**src/rtl/decoder_lane_arbiter_pkg.sv**
```systemverilog
// Shared types and helpers for the decoder lane arbiter: FSM state encoding,
// burst-length saturation and lane index width.
package decoder_arb_pkg;

    typedef enum logic {ARB_IDLE, ARB_GRANT} arb_state_t;

    function automatic int lane_idx_w(input int numLanes);
        return (numLanes > 1) ? $clog2(numLanes) : 1;
    endfunction

    // A zero request still moves one beat; oversize requests are clamped.
    function automatic int sat_burst(input int len, input int maxBurst);
        if (len == 0) begin
            return 1;
        end
        if (len > maxBurst) begin
            return maxBurst;
        end
        return len;
    endfunction

endpackage

```
**src/rtl/decoder_lane_arbiter_picker.sv**
```systemverilog
// Combinational round-robin picker: first requesting lane after i_last, with wrap.
module decoder_rr_picker
    import decoder_arb_pkg::*;
#(
    parameter int NUM_LANES = 4,
    parameter int LIW       = lane_idx_w(NUM_LANES)
) (
    input  logic [NUM_LANES-1:0] i_req,
    input  logic [LIW-1:0]       i_last,
    output logic                 o_found,
    output logic [LIW-1:0]       o_idx
);

    // Walk from the farthest candidate back to the nearest so the nearest wins.
    always_comb begin
        o_found = 1'b0;
        o_idx   = '0;
        for (int k = NUM_LANES; k >= 1; k--) begin
            if (i_req[(int'(i_last) + k) % NUM_LANES]) begin
                o_found = 1'b1;
                o_idx   = LIW'((int'(i_last) + k) % NUM_LANES);
            end
        end
    end

endmodule

```
**src/rtl/decoder_lane_arbiter.sv**
```systemverilog
// Round-robin arbiter sharing one AXIS decoder datapath between several lanes,
// with a per-grant burst limit, lane enable mask and a registered output stage.
module decoder_lane_arbiter
    import decoder_arb_pkg::*;
#(
    parameter int  NUM_LANES = 4,
    parameter int  DWIDTH    = 64,
    parameter int  MAX_BURST = 16,
    localparam int BLW       = $clog2(MAX_BURST + 1),
    localparam int LIW       = lane_idx_w(NUM_LANES)
) (
    input  logic                        aclk,
    input  logic                        rst,
    input  logic [NUM_LANES*DWIDTH-1:0] s_axis_tdata,
    input  logic [NUM_LANES-1:0]        s_axis_tvalid,
    output logic [NUM_LANES-1:0]        s_axis_tready,
    output logic [DWIDTH-1:0]           m_axis_tdata,
    output logic                        m_axis_tvalid,
    input  logic                        m_axis_tready,
    input  logic [NUM_LANES-1:0]        lane_en,
    input  logic [BLW-1:0]              burst_len,
    output logic                        grant_valid,
    output logic [LIW-1:0]              grant_id
);

    arb_state_t          r_state;
    logic [LIW-1:0]      r_grantId;
    logic [LIW-1:0]      r_lastGrant;
    logic                r_grantValid;
    logic [BLW-1:0]      r_beatCnt;
    logic [BLW-1:0]      r_effLen;
    logic [DWIDTH-1:0]   r_mTdata;
    logic                r_mTvalid;

    logic [NUM_LANES-1:0] w_req;
    logic                 w_found;
    logic [LIW-1:0]       w_pickIdx;
    logic                 w_outFree;
    logic                 w_laneValid;
    logic                 w_laneEn;
    logic                 w_accept;
    logic                 w_lastBeat;
    logic                 w_release;
    logic [DWIDTH-1:0]    w_laneData;
    logic [BLW-1:0]       w_effLenNext;
    logic [NUM_LANES-1:0] w_tready;

    assign w_req        = s_axis_tvalid & lane_en;
    assign w_outFree    = ~r_mTvalid | m_axis_tready;
    assign w_laneValid  = s_axis_tvalid[r_grantId];
    assign w_laneEn     = lane_en[r_grantId];
    assign w_laneData   = s_axis_tdata[r_grantId*DWIDTH +: DWIDTH];
    assign w_effLenNext = BLW'(sat_burst(int'(burst_len), MAX_BURST));

    // A bubble or a disabled lane ends the grant so other lanes are not starved.
    assign w_accept   = (r_state == ARB_GRANT) & w_laneEn & w_outFree & w_laneValid;
    assign w_lastBeat = w_accept & (r_beatCnt == (r_effLen - BLW'(1)));
    assign w_release  = (r_state == ARB_GRANT) & (w_lastBeat | ~w_laneValid | ~w_laneEn);

    decoder_rr_picker #(
        .NUM_LANES (NUM_LANES),
        .LIW       (LIW)
    ) u_picker (
        .i_req   (w_req),
        .i_last  (r_lastGrant),
        .o_found (w_found),
        .o_idx   (w_pickIdx)
    );

    always_comb begin
        w_tready = '0;
        if ((r_state == ARB_GRANT) && w_laneEn && w_outFree) begin
            w_tready[r_grantId] = 1'b1;
        end
    end

    always_ff @(posedge aclk or posedge rst) begin
        if (rst) begin
            r_state      <= ARB_IDLE;
            r_grantId    <= '0;
            r_lastGrant  <= LIW'(NUM_LANES - 1);
            r_grantValid <= 1'b0;
            r_beatCnt    <= '0;
            r_effLen     <= BLW'(1);
        end else begin
            case (r_state)
                ARB_IDLE: begin
                    if (w_found) begin
                        r_grantId    <= w_pickIdx;
                        r_grantValid <= 1'b1;
                        r_effLen     <= w_effLenNext;
                        r_beatCnt    <= '0;
                        r_state      <= ARB_GRANT;
                    end
                end
                ARB_GRANT: begin
                    if (w_accept) begin
                        r_beatCnt <= r_beatCnt + BLW'(1);
                    end
                    if (w_release) begin
                        r_lastGrant  <= r_grantId;
                        r_grantValid <= 1'b0;
                        r_state      <= ARB_IDLE;
                    end
                end
                default: r_state <= ARB_IDLE;
            endcase
        end
    end

    // Output register: load and drain may happen in the same cycle.
    always_ff @(posedge aclk or posedge rst) begin
        if (rst) begin
            r_mTdata  <= '0;
            r_mTvalid <= 1'b0;
        end else if (w_accept) begin
            r_mTdata  <= w_laneData;
            r_mTvalid <= 1'b1;
        end else if (m_axis_tready) begin
            r_mTvalid <= 1'b0;
        end
    end

    assign s_axis_tready = w_tready;
    assign m_axis_tdata  = r_mTdata;
    assign m_axis_tvalid = r_mTvalid;
    assign grant_valid   = r_grantValid;
    assign grant_id      = r_grantId;

endmodule

```
**config.mk**
```make
export PLATFORM = sky130hd
export DESIGN_NAME = decoder_lane_arbiter
export DESIGN_NICKNAME = d
export VERILOG_FILES = /design/src/rtl/decoder_lane_arbiter_pkg.sv /design/src/rtl/decoder_lane_arbiter_picker.sv /design/src/rtl/decoder_lane_arbiter.sv
export SDC_FILE = /design/constraint.sdc
export NUM_CORES = 1
export LEC_CHECK = 0
export BUFFER_PORTS_ARGS = -buffer_cell sky130_fd_sc_hd__buf_2
export CAP_MARGIN = 30
export CORE_AREA = 2 2 132 134
export CTS_CLUSTER_SIZE = 12
export DETAILED_ROUTE_END_ITERATION = 8
export DIE_AREA = 0 0 134 136
export PLACE_DENSITY = 0.72
export SETUP_SLACK_MARGIN = 0.3
export SYNTH_ARGS = -nofsm -noshare
export SYNTH_HDL_FRONTEND = slang
export SYNTH_SLANG_ARGS = --single-unit
```
**constraint.sdc**
```tcl
create_clock -name aclk -period 4.4 [get_ports aclk]
set_clock_uncertainty 0.05 [all_clocks]
set_input_delay 0.22 -clock aclk [delete_from_list [all_inputs] [get_ports aclk]]
set_output_delay 0.22 -clock aclk [all_outputs]
set_load 0.1 [all_outputs]
```
==> results.sh <==
export IMPL_post_place_ws_ns=1.39
export IMPL_syn_area_um2=4940
export IMPL_relSlewSlack=0.336
export IMPL_initial_core_util=0.293
export IMPL_critical_path_arrival_ns=3.11
export IMPL_placed_cell_area_um2=6860
export IMPL_finalPower_mw=6.69
export IMPL_seq_power_share=0.220
export IMPL_crit_fanout=41
export IMPL_setup_violations=0
export IMPL_cts_hold_fix_buffers=1
export IMPL_cts_tree="built"
export IMPL_die_area_um2=18200
export IMPL_grt_pass1_vias=4530
export IMPL_antenna_left=0
export IMPL_sw_frac_of_total=0.578
export IMPL_end_kind="flip-flop"
export IMPL_rsz0062_at_grt="false"
export IMPL_netlist_instances=330
export IMPL_numCtsBuffers=9
export IMPL_std_cell_rows=48
export IMPL_power_density_nw_per_um2=935
export IMPL_intPower_mw=2.82
export IMPL_tns_ns=0
export IMPL_synth_distinct_cells=44
export IMPL_grt_pass1_wl_um=23300
export IMPL_area_growth_pct=44.8
export IMPL_ys_seq_area_frac=0.411
export IMPL_pwr_share_clk=0.110
export IMPL_cts_buffer_depth=2
export IMPL_synth_flop_cell="dfrtp_1"
export IMPL_drtPass1Iterations=4
export IMPL_wire_per_inst_um=17.5
export IMPL_insertedDiodeCount=0
export IMPL_r2r_slack_ns=1.45
export IMPL_fp_dieH_um=136
export IMPL_comb_power_share=0.670
export IMPL_post_route_util=0.424
export IMPL_antenna_found_initial=0
export IMPL_fin_area_um2=7160
export IMPL_max_freq_ghz=0.340
export IMPL_portBuffers=343
export IMPL_cts_root_buf="clkbuf_16"
export IMPL_cp_start_kind="flip-flop"
export IMPL_critPathRequiredTime_ns=4.56
export IMPL_slew_viol_final=0
export IMPL_drive_gt1_frac=0.751
export IMPL_fin_crit_sh=0.669
export IMPL_syn_mean_instance_area_um2=15.0
export IMPL_worstMarginPinSlew_ns=0.991
export IMPL_final_cell_mix="buf_2 (343), dfrtp_1 (76), mux4_2 (65)"
export IMPL_ios=344
export IMPL_wl_met1_um=6240
export IMPL_clk_latency_ns=0.34
export IMPL_htreeDepth=3
export IMPL_cts_setup_buffers=0
export IMPL_synth_edf_count=0
export IMPL_routed_wl_um=15600
export IMPL_routed_via_density=4.95
export IMPL_ys_seq_elements=81
export IMPL_cts_sinks=81
export IMPL_status="complete, no violations"
export IMPL_nets=937
export IMPL_worstSetupPathType="reg2reg"
export IMPL_gp_congestion=0.815
export IMPL_die_w_um=134
export IMPL_vdd_ir_drop_max_mv=0.585
export IMPL_via_count=4411
export IMPL_finalWorstSetupSlack_ns=1.45
export IMPL_fin_cells=891
export IMPL_p_sw_mw=3.87
export IMPL_grt_start_max_net_pins=49
export IMPL_cts_repair_resized=0
export IMPL_core_um2=16900
export IMPL_clk_pin_slew_ns=0.06
export IMPL_timing_hold_ws_ns=0.0703
export IMPL_async_flop_share=1.00
export IMPL_wl_met3_um=1080
export IMPL_max_cap_violations=0
export IMPL_period_minus_slack_ns=2.95
export IMPL_fillers=1596
export IMPL_final_common_cell="buf_2"
export IMPL_overflow=0
export IMPL_wl_met2_um=7980
export IMPL_synth_nets=604
export IMPL_grt_usage=0.165
export IMPL_holdCritPathClass="in2reg"
export IMPL_drc=0
export IMPL_hold_viol=0
export IMPL_yosysWarnings=0
export IMPL_p_leak_nw=3.41
export IMPL_routed_top_layer="met4"
export IMPL_drt_iter0_drc=142
export IMPL_dp_cells=876
export IMPL_dp_hpwl_um=12500
[worst max-delay path, stage by stage, from the launching register on]
cell,delay [ns]
dfrtp_4,0.84
mux4_2,0.74
nor2_8,0.46
buf_12,0.30
mux2_2,0.37
[cell usage after synthesis, drive strengths merged (2+ instances only)]
library cell | n | area, um^2
buf | 16 | 93.8
a32oi | 2 | 17.5
and2 | 4 | 25.0
nand2b | 3 | 18.8
mux4 | 65 | 1460
nand2 | 19 | 73.8
dfrtp | 78 | 1950
inv | 7 | 26.3
xor2 | 2 | 17.5
a2bb2oi | 2 | 17.5
xnor2 | 5 | 43.8
clkbuf | 10 | 37.5
a31oi | 3 | 18.8
nor2 | 7 | 42.5
ha | 2 | 25.0
nand3 | 2 | 10.0
mux2 | 64 | 721
a21oi | 3 | 15.0
o21ai | 6 | 30.0
o311ai | 2 | 17.5
dfstp | 3 | 78.8
nor3 | 5 | 25.0
nand3b | 4 | 30.0
[cells by family after synthesis]
family	Yosys count	share of synthesized area
compound gates	27	0.0395
buf+inv	33	0.0319
xor+xnor	7	0.0124
flops	81	0.411
fa+ha+maj	2	0.00506
mux	130	0.444
simple gates	50	0.0560
[registers in the layout, summed over array words and instances (netlist names)]
name,cells
grant_valid,1
m_axis_tvalid,1
r_effLen,5
m_axis_tdata,64
r_state,1
r_lastGrant,2
grant_id,2
r_beatCnt,5
[per-layer routing]
| layer | vias up | global-route usage |
|---|---|---|
| met3 | 15 | 0.0339 |
| li1 | 1980 | - |
| met5 | - | 0 |
| met1 | 2213 | 0.202 |
| met2 | 203 | 0.290 |
| met4 | 0 | 0.0567 |
[final timing paths]
kind                                    from  depth (start not counted)          endpoint
worst max-delay path             grant_id[0]                          4   m_axis_tdata[4]
worst min-delay path            burst_len[4]                          3       r_effLen[4]
worst max register to register   grant_id[0]                          4   m_axis_tdata[4]
worst min register to register   r_effLen[4]                          2       r_effLen[4]
max in group asynchronous                rst                          4       r_effLen[3]
min in group asynchronous                rst                          3  m_axis_tdata[37]
[final cells by class]
cell class / count / area [um^2] / area share
Clock buffer: 9 / 225 / 0.0315
Clock inverter: 5 / 58.8 / 0.00822
Inverter: 7 / 27.5 / 0.00385
Multi-Input combinational cell: 216 / 2760 / 0.385
Sequential cell: 81 / 2040 / 0.284
Tap cell: 225 / 282 / 0.0393
Timing Repair Buffer: 348 / 1770 / 0.247
[power by group through the flow]
stage               logic, mW  registers, mW  clock network [mW]
floorplan                1.56           3.65                   0
global placement         4.47           1.48                   0
detailed placement       4.51           1.50                   0
CTS                      4.52           1.49               0.763
global route             4.66           1.54               0.797
finish                   4.48           1.47               0.734
Note: power is estimated with default switching activity, not from simulation.
